==> src/rtl/picomem_wb_bridge.sv <==
// PicoMem to Wishbone B4 classic bridge: one single transfer at a time, with a
// timeout and a sticky error flag so the CPU side always receives a completion.
module picomem_wb_bridge #(
    parameter logic [31:0] ADDR_MASK = 32'h3FFF_FFFF,
    parameter int unsigned TIMEOUT   = 255,
    parameter logic [31:0] ERR_RDATA = 32'hFFFF_FFFF
) (
    input  logic        clk,
    input  logic        resetn,

    input  logic        mem_s_valid,
    output logic        mem_s_ready,
    input  logic [31:0] mem_s_addr,
    input  logic [31:0] mem_s_wdata,
    input  logic [3:0]  mem_s_wstrb,
    output logic [31:0] mem_s_rdata,

    output logic        wb_cyc_o,
    output logic        wb_stb_o,
    output logic        wb_we_o,
    output logic [29:0] wb_adr_o,
    output logic [3:0]  wb_sel_o,
    output logic [31:0] wb_dat_o,
    input  logic [31:0] wb_dat_i,
    input  logic        wb_ack_i,
    input  logic        wb_err_i,

    output logic        bus_err,
    input  logic        err_clr
);

    localparam int unsigned CNT_W = 16;
    localparam logic [CNT_W-1:0] TO_LAST = CNT_W'(TIMEOUT - 1);

    typedef enum logic [1:0] {
        S_IDLE = 2'd0,
        S_BUS  = 2'd1,
        S_DONE = 2'd2
    } state_t;

    state_t           state_q, state_d;
    logic [CNT_W-1:0] cnt_q, cnt_d;
    logic             cyc_d, stb_d, we_d, ready_d, err_d;
    logic [29:0]      adr_d;
    logic [3:0]       sel_d;
    logic [31:0]      dat_d, rdata_d;
    logic             err_ev_c;
    logic             fail_c;

    // Next-state and next-output logic; every registered output has a _d here.
    always_comb begin
        state_d  = state_q;
        cnt_d    = cnt_q;
        cyc_d    = wb_cyc_o;
        stb_d    = wb_stb_o;
        we_d     = wb_we_o;
        adr_d    = wb_adr_o;
        sel_d    = wb_sel_o;
        dat_d    = wb_dat_o;
        ready_d  = 1'b0;
        rdata_d  = mem_s_rdata;
        err_d    = bus_err;
        err_ev_c = 1'b0;
        fail_c   = wb_err_i || (!wb_ack_i && (cnt_q == TO_LAST));

        case (state_q)
            S_IDLE: begin
                if (mem_s_valid) begin
                    state_d = S_BUS;
                    cnt_d   = '0;
                    cyc_d   = 1'b1;
                    stb_d   = 1'b1;
                    we_d    = |mem_s_wstrb;
                    adr_d   = 30'((mem_s_addr & ADDR_MASK) >> 2);
                    sel_d   = (|mem_s_wstrb) ? mem_s_wstrb : 4'hF;
                    dat_d   = mem_s_wdata;
                end
            end
            S_BUS: begin
                // Error and timeout share one path; a real err beats a same-cycle ack.
                if (fail_c) begin
                    err_ev_c = 1'b1;
                    rdata_d  = ERR_RDATA;
                end else if (wb_ack_i) begin
                    rdata_d  = wb_we_o ? 32'h0 : wb_dat_i;
                end else begin
                    cnt_d    = cnt_q + CNT_W'(1);
                end
                if (fail_c || wb_ack_i) begin
                    state_d = S_DONE;
                    cyc_d   = 1'b0;
                    stb_d   = 1'b0;
                    we_d    = 1'b0;
                    ready_d = 1'b1;
                end
            end
            S_DONE: begin
                state_d = S_IDLE;
            end
            default: begin
                state_d = S_IDLE;
            end
        endcase

        if (err_ev_c) begin
            err_d = 1'b1;
        end else if (err_clr) begin
            err_d = 1'b0;
        end
    end

    // State and output registers; reset drops the bus without waiting for clk.
    always_ff @(posedge clk or negedge resetn) begin
        if (!resetn) begin
            state_q     <= S_IDLE;
            cnt_q       <= '0;
            wb_cyc_o    <= 1'b0;
            wb_stb_o    <= 1'b0;
            wb_we_o     <= 1'b0;
            wb_adr_o    <= '0;
            wb_sel_o    <= '0;
            wb_dat_o    <= '0;
            mem_s_ready <= 1'b0;
            mem_s_rdata <= '0;
            bus_err     <= 1'b0;
        end else begin
            state_q     <= state_d;
            cnt_q       <= cnt_d;
            wb_cyc_o    <= cyc_d;
            wb_stb_o    <= stb_d;
            wb_we_o     <= we_d;
            wb_adr_o    <= adr_d;
            wb_sel_o    <= sel_d;
            wb_dat_o    <= dat_d;
            mem_s_ready <= ready_d;
            mem_s_rdata <= rdata_d;
            bus_err     <= err_d;
        end
    end

endmodule

==> config.mk <==
export PLATFORM = sky130hd
export DESIGN_NAME = picomem_wb_bridge
export DESIGN_NICKNAME = d
export VERILOG_FILES = /design/src/rtl/picomem_wb_bridge.sv
export SDC_FILE = /design/constraint.sdc
export NUM_CORES = 1
export LEC_CHECK = 0
export ABC_CLOCK_PERIOD_IN_PS = 4980
export BUFFER_PORTS_ARGS = -buffer_cell sky130_fd_sc_hd__buf_2
export CAP_MARGIN = 10
export CORE_ASPECT_RATIO = 0.75
export CORE_MARGIN = 2
export CORE_UTILIZATION = 53
export DETAILED_ROUTE_END_ITERATION = 10
export PLACE_DENSITY_LB_ADDON = 0.12
export SLEW_MARGIN = 25
export SYNTH_ARGS = -nofsm -noshare
export SYNTH_HDL_FRONTEND = slang
export SYNTH_SLANG_ARGS = --single-unit
export TNS_END_PERCENT = 30
==> constraint.sdc <==
create_clock -name clk -period 4.98 [get_ports clk]
set_input_delay 0.996 -clock clk [delete_from_list [all_inputs] [get_ports clk]]
set_output_delay 0.996 -clock clk [all_outputs]
set_load 0.03 [all_outputs]
==> results.sh, run 1 <==
export IMPL_critPathCaptureType="output port"
export IMPL_dp_slack_ns=2.048
export IMPL_drtPass1Iterations=4
export IMPL_cp_num_cells=1
export IMPL_cts_resized=0
export IMPL_fmax_mhz=372.6
export IMPL_clockPowerShare_pct=26.6
export IMPL_rows=31
export IMPL_ys_types=48
export IMPL_rr_worst_depth=6
export IMPL_synth_area_leaders="dfrtp_1 (55%), nand2_1 (13%), nand2b_1 (4.1%)"
export IMPL_cap_violations=0
export IMPL_drc=0
export IMPL_crit_slowest_cell="dfrtp_1"
export IMPL_dieArea_um2=10960
export IMPL_crit_chain="buf_2"
export IMPL_worstPathMaxFanout=34
export IMPL_cts_buffers=17
export IMPL_htree_num_levels=4
export IMPL_grt_pass1_wl_um=22780
export IMPL_cp_arrival_ns=1.69
export IMPL_numPortBuffers=202
export IMPL_setup_viol=0
export IMPL_wl_um=13970
export IMPL_p_comb_share_pct=38.6
export IMPL_boundaryPins=209
export IMPL_clock_latency_ns=0.41
export IMPL_power_internal_mw=2.548
export IMPL_path_class="flop to output port"
export IMPL_post_cts_buffers=0
export IMPL_rsz0062_at_grt="no"
export IMPL_hold_viol=0
export IMPL_synth_top_cell_area_share_pct=55.01
export IMPL_slew_viol_final=0
export IMPL_final_common_cell="buf_2"
export IMPL_max_clock_path_buffers=2
export IMPL_avgSynthCellArea_um2=8.814
export IMPL_critPathMaxStageDelay_ns=0.93
export IMPL_cp_start_kind="flop"
export IMPL_synthArstFlopShare_pct=100.0
export IMPL_cts_root_buf="clkbuf_16"
export IMPL_dieWidth_um=120.2
export IMPL_grt_usage_pct=26.29
export IMPL_drive_above_1_share_pct=30.65
export IMPL_synth_flop_cell="dfrtp_1"
export IMPL_hold_depth=2
export IMPL_p_leak_nw=3.545
export IMPL_layout_common_cells="buf_2 (201), nand2_1 (184), dfrtp_1 (118)"
export IMPL_fin_crit_ns=2.684
export IMPL_finClkSkew_ns=0.01042
export IMPL_finalNetCount=901
export IMPL_required_ns=3.98
export IMPL_synth_edf_count=0
export IMPL_grt_start_max_net_pins=74
export IMPL_antenna_found_initial=0
export IMPL_slew_headroom_pct=38.96
export IMPL_finalSetupTns_ns=0
export IMPL_holdBufCountCts=0
export IMPL_ir_drop_v=0.0003298
export IMPL_finalWorstSetupSlack_ns=2.296
export IMPL_synth_cells=609
export IMPL_final_core_util_pct=71.80
export IMPL_drtIter0Drc=431
export IMPL_drtAntennaViolNets=0
export IMPL_ys_seq_area_share_pct=55.01
export IMPL_insertedDiodeCount=0
export IMPL_core_area_um2=9736
export IMPL_place_congestion=0.8523
export IMPL_cp_top_family="flip-flops"
export IMPL_p_sw_mw=1.849
export IMPL_post_dp_cell_area_um2=6421
export IMPL_cts_clk_slew_worst_paths_ns=0.05
export IMPL_worstMarginPinSlew_ns=0.9156
export IMPL_synth_warnings=0
export IMPL_vias=4949
export IMPL_numClockSinks=118
export IMPL_sw_frac_of_total_pct=42.05
export IMPL_first_global_vias=4735
export IMPL_pwr_share_seq_pct=34.9
export IMPL_synth_top_area_cell="dfrtp_1"
export IMPL_die_y_um=91.16
export IMPL_synth_seq_cells=118
export IMPL_grt_ovfl_total=0
export IMPL_vias_per_cell=5.276
export IMPL_cts_tree="done"
export IMPL_cp_num_buf_inv=1
export IMPL_fin_crit_sh_pct=53.89
export IMPL_routedWlPerCell_um=14.89
export IMPL_dp_hpwl_um=9277
export IMPL_area_delta_synth_final_pct=30.23
export IMPL_outcome="complete, no violations"
export IMPL_hp_class="flop to flop"
export IMPL_pwr_density_cell_nw_per_um2=629.0
export IMPL_start_util_pct=55.13
export IMPL_netlist_area_um2=5368
export IMPL_design_area_um2=6990
==> power groups by stage <==
stage               logic (mW)  registers, mW  clock network [mW]
floorplan                0.547           2.14                   0
global placement          1.67           1.52                   0
detailed placement        1.70           1.54                   0
CTS                       1.71           1.53                1.18
global route              1.83           1.58                1.23
finish                    1.70           1.53                1.17
==> final timing paths <==
kind	slack [ns]	start	end
setup / recovery	2.30	wb_we_o	wb_we_o
hold / removal	0.47	wb_adr_o[11]	wb_adr_o[11]
setup reg to reg	2.54	state_q[1]	cnt_q[1]
hold reg to reg	0.47	wb_adr_o[11]	wb_adr_o[11]
max in group asynchronous	3.58	resetn	wb_dat_o[3]
min in group asynchronous	0.69	resetn	mem_s_rdata[5]
==> cells by family after synthesis <==
group                      count (synthesis)  share of synthesized area, %
AOI/OAI and AO/OA                        105                         12.21
adders and majority gates                  2                        0.4661
buffers and inverters                     50                         3.962
DFF                                      118                         55.01
muxes                                      1                        0.2098
other                                      1                       0.06986
and+or+nand+nor                          332                         28.07
==> metal layers <==
| layer | track usage, % | vias to the layer above | share of wire, % |
|---|---|---|---|
| met5 | 0 | - | 0 |
| met4 | 10.59 | 0 | 1.9 |
| met3 | 6.030 | 25 | 7.6 |
| met2 | 41.29 | 215 | 46 |
| met1 | 35.47 | 2307 | 44 |
| li1 | - | 2402 | - |
==> stage by stage <==
stage                     std cells  power (mW)  hold slack [ns]
after global routing            938       4.645           0.4882
after CTS                       938       4.421           0.4699
after detailed placement        906       3.238           0.4565
after global placement          906       3.184           0.4521
final                           938       4.397           0.4657
after floorplan                 610       2.692           0.5001
==> area by class of cell <==
class / count / area (um^2)
fillers: 750 / 2745
inverters: 6 / 22.52
clock buffers: 23 / 467.9
repair buffers: 208 / 1059
well taps: 132 / 165.2
clock inverters: 9 / 101.3
multi-input cells: 442 / 2222
flip-flops and latches: 118 / 2953
==> synth_stat cells (2+ instances only) <==
| cell | instances |
|---|---|
| nand2_1 | 185 |
| dfrtp_1 | 118 |
| nand3_1 | 41 |
| nor2_1 | 41 |
| clkbuf_1 | 36 |
| nand2b_1 | 35 |
| o21ai_0 | 35 |
| a21oi_1 | 34 |
| a31oi_1 | 8 |
| inv_1 | 5 |
| nand4_1 | 5 |
| a221o_1 | 4 |
| and4_1 | 4 |
| buf_4 | 4 |
| nor3_1 | 4 |
| nor4_1 | 4 |
| o21a_1 | 4 |
| o22a_1 | 4 |
| or3_1 | 3 |
| a21boi_0 | 2 |
| a2bb2oi_1 | 2 |
| ha_1 | 2 |
| o211ai_1 | 2 |
| o21ai_1 | 2 |
| or4_1 | 2 |
==> tightest hold or removal path: cells and delay by family, from the launching register on <==
kind | cells | cell delay (ns)
simple gates | 2 | 0.11
flops | 1 | 0.33
==> sequential cells by signal (all words and copies together) (netlist names), 2 cells and up <==
name / count
wb_dat_o: 32
wb_sel_o: 4
state_q: 2
wb_adr_o: 28
cnt_q: 16
mem_s_rdata: 32
(Power assumes the default switching activity.)
==> run 2, diff against run 1 <==
Settings changed: ABC_AREA set to 1, ABC_CLOCK_PERIOD_IN_PS 4980 to 2200, CORE_UTILIZATION 53 to 44.
Clock period 4.98 ns to 2.2 ns, I/O delays scaled along.
==> run 2 against run 1 <==
Critical path depth rose by 9; sequential cell count did not move; synthesized cell count rose by 13%; highest routed layer unchanged; global-route usage fell by 3.6 points; first-iteration DRC count fell by 52%; register-to-register slack got worse by 2.3 ns; core utilization fell by 11 points; largest power group unchanged.
==> results.sh, run 2 <==
export IMPL_hold_viol=0
export IMPL_numClockSinks=118
export IMPL_synth_most_common_cell="nand2_1"
export IMPL_routedWlPerCell_um=13.20
export IMPL_fmax_mhz=509.6
export IMPL_antenna_found_initial=0
export IMPL_synth_area_leaders="dfrtp_1 (56%), nand2_1 (27%), nand3_1 (5.4%)"
export IMPL_wl_um=13990
export IMPL_ys_types=29
export IMPL_drive_above_1_share_pct=28.29
export IMPL_cts_root_buf="clkbuf_16"
export IMPL_htree_num_levels=4
export IMPL_synth_flop_cell="dfrtp_1"
export IMPL_outcome="complete, no violations"
export IMPL_grt_start_max_net_pins=81
export IMPL_synthArstFlopShare_pct=100.0
export IMPL_r2r_end="mem_s_rdata[25]"
export IMPL_pwr_density_cell_nw_per_um2=1398
export IMPL_pwr_share_seq_pct=33.6
export IMPL_clockPowerShare_pct=28.6
export IMPL_area_delta_synth_final_pct=33.46
export IMPL_sw_frac_of_total_pct=41.18
export IMPL_cp_start_kind="flop"
export IMPL_layout_common_cells="nand2_1 (380), buf_2 (201), dfrtp_1 (118)"
export IMPL_synth_edf_count=0
export IMPL_insertedDiodeCount=0
export IMPL_synth_cells=686
export IMPL_power_total_mw=9.917
export IMPL_avgSynthCellArea_um2=7.746
export IMPL_synth_seq_cells=118
export IMPL_timing_rr_start="cnt_q[0]"
export IMPL_finalNetCount=993
export IMPL_p_sw_mw=4.084
export IMPL_drtAntennaViolNets=0
export IMPL_cap_violations=0
export IMPL_finClkSkew_ns=0.004441
export IMPL_hold_depth=3
export IMPL_first_global_vias=4826
export IMPL_ys_top_cells_by_count="nand2_1 (381), dfrtp_1 (118), nand3_1 (57), nor2_1 (45), inv_1 (17)"
export IMPL_p_leak_nw=4.082
export IMPL_dp_cells=1027
export IMPL_rsz0062_at_grt="no"
export IMPL_hold_end="wb_dat_o[2]"
export IMPL_synth_top_cell_area_share_pct=55.57
export IMPL_post_dp_cell_area_um2=6470
export IMPL_synth_top_area_cell="dfrtp_1"
export IMPL_globalRouteMet1Util_pct=30.90
export IMPL_start_util_pct=45.42
export IMPL_drtPass1Iterations=5
export IMPL_cts_tree="done"
export IMPL_synth_warnings=0
export IMPL_met2_usage_pct=33.69
export IMPL_grt_ovfl_total=0
export IMPL_grt_busiest_layer="met2"
export IMPL_dieWidth_um=130.9
export IMPL_p_comb_share_pct=37.8
export IMPL_rows=34
export IMPL_max_clock_path_buffers=2
export IMPL_ys_seq_area_share_pct=55.57
export IMPL_vias_per_cell=4.726
export IMPL_vias=5010
export IMPL_post_cts_buffers=0
export IMPL_cts_clk_slew_worst_paths_ns=0.05
export IMPL_path_class="flop to flop"
export IMPL_cts_buffers=17
export IMPL_cts_resized=0
export IMPL_dp_hpwl_um=9557
export IMPL_final_core_util_pct=60.62
export IMPL_boundaryPins=209
export IMPL_core_area_um2=11700
export IMPL_setup_viol=0
export IMPL_top_regs="mem_s_rdata (32), wb_dat_o (32), wb_adr_o (28)"
export IMPL_place_congestion=0.8651
export IMPL_fin_crit_sh_pct=89.20
export IMPL_ir_drop_v=0.0007510
export IMPL_netlist_area_um2=5314
export IMPL_fin_cells=1060
export IMPL_fin_crit_ns=1.962
export IMPL_clock_latency_ns=0.40
export IMPL_required_ns=2.54
export IMPL_power_internal_mw=5.834
export IMPL_worstMarginPinSlew_ns=0.8413
export IMPL_drtIter0Drc=209
export IMPL_dieArea_um2=12980
export IMPL_slew_headroom_pct=43.91
export IMPL_cp_arrival_ns=2.31
export IMPL_grt_usage_pct=22.69
export IMPL_drc=0
export IMPL_finalSetupTns_ns=0
export IMPL_die_y_um=99.17
export IMPL_r2r_slack_ns=0.24
export IMPL_worstPathMaxFanout=33
export IMPL_final_common_cell="nand2_1"
export IMPL_met3_usage_pct=8.176
export IMPL_numPortBuffers=202
export IMPL_grt_pass1_wl_um=23310
export IMPL_design_area_um2=7092
export IMPL_hp_class="primary input to flop"
export IMPL_min_delay_start="mem_s_wdata[2]"
export IMPL_critPathCaptureType="flop"
export IMPL_rr_worst_depth=10
export IMPL_slew_viol_final=0
[run 2: area by class of cell]
| type | instances | area [um^2] |
|---|---|---|
| multi-input cells | 513 | 2107 |
| clock inverters | 8 | 118.9 |
| repair buffers | 212 | 1129 |
| flip-flops and latches | 118 | 2953 |
| inverters | 23 | 90.09 |
| fillers | 1062 | 4607 |
| well taps | 162 | 202.7 |
| clock buffers | 24 | 491.7 |
[run 2: power groups by stage]
stage	registers (mW)	clock network, mW	logic [mW]
floorplan	4.81	0	1.08
global placement	3.33	0	3.73
detailed placement	3.34	0	3.78
CTS	3.33	2.90	3.79
global route	3.43	3.00	4.09
finish	3.33	2.84	3.75
[run 2: repair_timing]
item	4_1_cts	5_1_grt
setup endpoints to repair	0	0
hold buffers	1	0
hold endpoints to repair	27	0
[run 2: cell families (layout without fill, tap and decap cells)]
family | count (synthesis) | count (layout) | synth area share (%)
and+or+nand+nor | 500 | 500 | 37.67
DFF | 118 | 118 | 55.57
buffers and inverters | 56 | 267 | 4.898
xor gates and xnor gates | 6 | 6 | 0.9889
AOI/OAI and AO/OA | 3 | 3 | 0.3295
adders and majority gates | 2 | 2 | 0.4708
other | 1 | 2 | 0.07057
[run 2: critical path, cell delays in order (launching register included)]
cell and delay, ns:
dfrtp_1 0.42, inv_1 0.13, ha_1 0.21, nand3_1 0.09, nor2_1 0.16, nand2_1 0.11, nand3_2 0.09, nand2_4 0.16
inv_4 0.32, nand2_1 0.11, nand2_1 0.08
[run 2: worst max-delay path by stage]
stage	cells after the start	slack (ns)	endpoint	from
detailed placement	10	0.27	mem_s_rdata[25]	cnt_q[0]
CTS	10	0.26	mem_s_rdata[25]	cnt_q[0]
floorplan	9	0.71	cnt_q[12]	cnt_q[0]
global route	10	0.02	mem_s_rdata[10]	cnt_q[0]
global placement	10	0.34	mem_s_rdata[1]	cnt_q[0]
finish	10	0.24	mem_s_rdata[25]	cnt_q[0]
[run 2: through the flow]
stage                     setup WS [ns]  hold slack (ns)
after floorplan                  0.7124           0.1444
after global placement           0.3351           0.4063
after detailed placement         0.2718           0.3984
after CTS                        0.2587           0.2094
after global routing            0.01869           0.2218
final                            0.2376           0.2264
[run 2: metal layers]
metal	wire, um	vias to the layer above
met2	6225	211
met1	6266	2277
met5	0	-
met4	212	0
met3	1290	18
li1	-	2504
==> run 3, diff against run 2 <==
Settings changed: CORE_ASPECT_RATIO 0.75 to 1.75.
==> run 3 against run 2 <==
Sequential share of layout area is 0.26 points higher; total power fell by 1.5%; core utilization decreased by 1.2 points; critical path depth unchanged; largest cell class unchanged; clock skew rose by 0.0049 ns; first-iteration DRC count is 18% lower; die area up 0.19%; sequential cell count is the same; final cell count is 2.0% lower.
==> results.sh, run 3 (synthesis results as in run 2) <==
export IMPL_outcome="complete, no violations"
export IMPL_numClockSinks=118
export IMPL_dieWidth_um=87.07
export IMPL_cp_arrival_ns=2.19
export IMPL_hold_depth=3
export IMPL_cts_clk_slew_worst_paths_ns=0.06
export IMPL_power_total_mw=9.766
export IMPL_critPathMaxStageDelay_ns=0.41
export IMPL_vias_per_cell=4.830
export IMPL_cts_root_buf="clkbuf_16"
export IMPL_hold_viol=0
export IMPL_drtIter0Drc=172
export IMPL_drc=0
export IMPL_fmax_mhz=542.2
export IMPL_top_regs="mem_s_rdata (32), wb_dat_o (32), wb_adr_o (28)"
export IMPL_drtAntennaViolNets=0
export IMPL_vias=5018
export IMPL_fin_crit_sh_pct=83.83
export IMPL_antenna_found_initial=0
export IMPL_post_cts_buffers=0
export IMPL_rows=53
export IMPL_worstSetupStartpoint="cnt_q[0]"
export IMPL_insertedDiodeCount=0
export IMPL_boundaryPins=209
export IMPL_grt_pass1_wl_um=22650
export IMPL_worstMarginPinSlew_ns=0.4997
export IMPL_ir_drop_v=0.0007416
export IMPL_timing_critical_path_mode_cell="nand2_1"
export IMPL_drtPass1Iterations=5
export IMPL_fin_crit_ns=1.844
export IMPL_grt_usage_pct=22.25
export IMPL_wl_um=13890
export IMPL_layout_common_cells="nand2_1 (380), buf_2 (201), dfrtp_1 (118)"
export IMPL_place_congestion=0.8548
export IMPL_path_class="flop to flop"
export IMPL_dp_slack_ns=0.3699
export IMPL_slew_viol_final=0
export IMPL_routedWlPerCell_um=13.37
export IMPL_rr_worst_depth=10
export IMPL_first_global_vias=4880
export IMPL_cap_violations=0
export IMPL_drive_above_1_share_pct=28.71
export IMPL_finalNetCount=997
export IMPL_cp_start_kind="flop"
export IMPL_cp_top_family="simple AND/OR/NAND/NOR gates"
export IMPL_cp_num_buf_inv=2
export IMPL_grt_ovfl_total=0
export IMPL_finalSetupTns_ns=0
export IMPL_core_area_um2=11870
export IMPL_r2r_end="mem_s_rdata[25]"
export IMPL_finalWorstSetupSlack_ns=0.3557
export IMPL_worstPathMaxFanout=33
export IMPL_fillCellCount=1120
export IMPL_die_y_um=149.4
export IMPL_setup_viol=0
export IMPL_p_leak_nw=4.065
export IMPL_hp_class="primary input to flop"
export IMPL_finClkSkew_ns=0.009303
export IMPL_start_util_pct=44.77
export IMPL_cts_resized=0
export IMPL_pwr_share_seq_pct=33.9
export IMPL_clock_latency_ns=0.41
export IMPL_dp_hpwl_um=9920
export IMPL_sw_frac_of_total_pct=42.43
export IMPL_clockPowerShare_pct=27.6
export IMPL_final_common_cell="nand2_1"
export IMPL_timing_critical_path_to="mem_s_rdata[25]"
export IMPL_critPathCaptureType="flop"
export IMPL_timing_rr_start="cnt_q[0]"
export IMPL_final_core_util_pct=59.38
export IMPL_grt_start_max_net_pins=65
export IMPL_numPortBuffers=202
export IMPL_crit_slowest_cell="dfrtp_1"
export IMPL_area_delta_synth_final_pct=32.63
export IMPL_p_sw_mw=4.144
export IMPL_p_comb_share_pct=38.5
export IMPL_required_ns=2.55
export IMPL_dieArea_um2=13010
export IMPL_max_clock_path_buffers=2
export IMPL_cts_tree="done"
export IMPL_htree_num_levels=4
export IMPL_cts_buffers=17
export IMPL_holdWs_ns=0.2209
export IMPL_pwr_density_cell_nw_per_um2=1386
export IMPL_power_internal_mw=5.622
export IMPL_cp_num_cells=10
export IMPL_r2r_slack_ns=0.36
export IMPL_slew_headroom_pct=66.57
export IMPL_crit_chain="inv_1 > ha_1 > nand3_1 > nor2_1 > nand2_1 > nand3_2 > nand2_4 > inv_4 > nand2_1 > nand2_1"
export IMPL_rsz0062_at_grt="no"
==> run 3: power by group through the flow <==
stage,Combinational [mW],Sequential [mW],Clock (mW)
2_1_floorplan,1.08,4.81,0
3_3_place_gp,3.74,3.31,0
3_5_place_dp,3.79,3.33,0
4_1_cts,3.80,3.32,2.75
5_1_grt,4.09,3.41,2.85
6_report,3.76,3.31,2.70
==> run 3: cell type report <==
class / count / area [um^2] / area share, %
clock buffer: 19 / 432.9 / 6.142
clock inverter: 13 / 148.9 / 2.113
multi-input combinational: 513 / 2107 / 29.90
tap: 137 / 171.4 / 2.432
timing repair buffer: 216 / 1146 / 16.26
sequential: 118 / 2953 / 41.90
inverter: 23 / 88.84 / 1.260
==> run 3: worst min path at each step <==
stage / start / to / slack (ns)
after floorplan: resetn / bus_err / 0.14
after global placement: resetn / cnt_q[15] / 0.42
after detailed placement: resetn / cnt_q[15] / 0.44
after CTS: mem_s_addr[14] / wb_adr_o[12] / 0.21
after global routing: mem_s_addr[14] / wb_adr_o[12] / 0.22
final: mem_s_addr[14] / wb_adr_o[12] / 0.22
==> run 3: metal layers <==
| metal | vias up | track usage [%] | wire, um |
|---|---|---|---|
| li1 | 2508 | - | - |
| met1 | 2314 | 25.39 | 5560 |
| met2 | 177 | 38.44 | 7223 |
| met3 | 19 | 6.143 | 814 |
| met4 | 0 | 9.297 | 295 |
| met5 | - | 0 | 0 |
==> run 3: per-stage QoR <==
| stage | instances | area (um^2) |
|---|---|---|
| 2_1_floorplan | 687 | 5318 |
| 3_3_place_gp | 1006 | 6456 |
| 3_5_place_dp | 1006 | 6456 |
| 4_1_cts | 1039 | 7048 |
| 5_1_grt | 1039 | 7048 |
| 6_report | 1039 | 7048 |
==> run 3: timing repair <==
item	4_1_cts	5_1_grt
hold endpoints to repair	1	0
hold buffers	1	0
endpoints found under the setup margin	0	0
==> run 3: worst min-delay path, cell delays in order <==
cell	delay, ns
buf_2	0.07
nand2_1	0.04
nand2_1	0.04
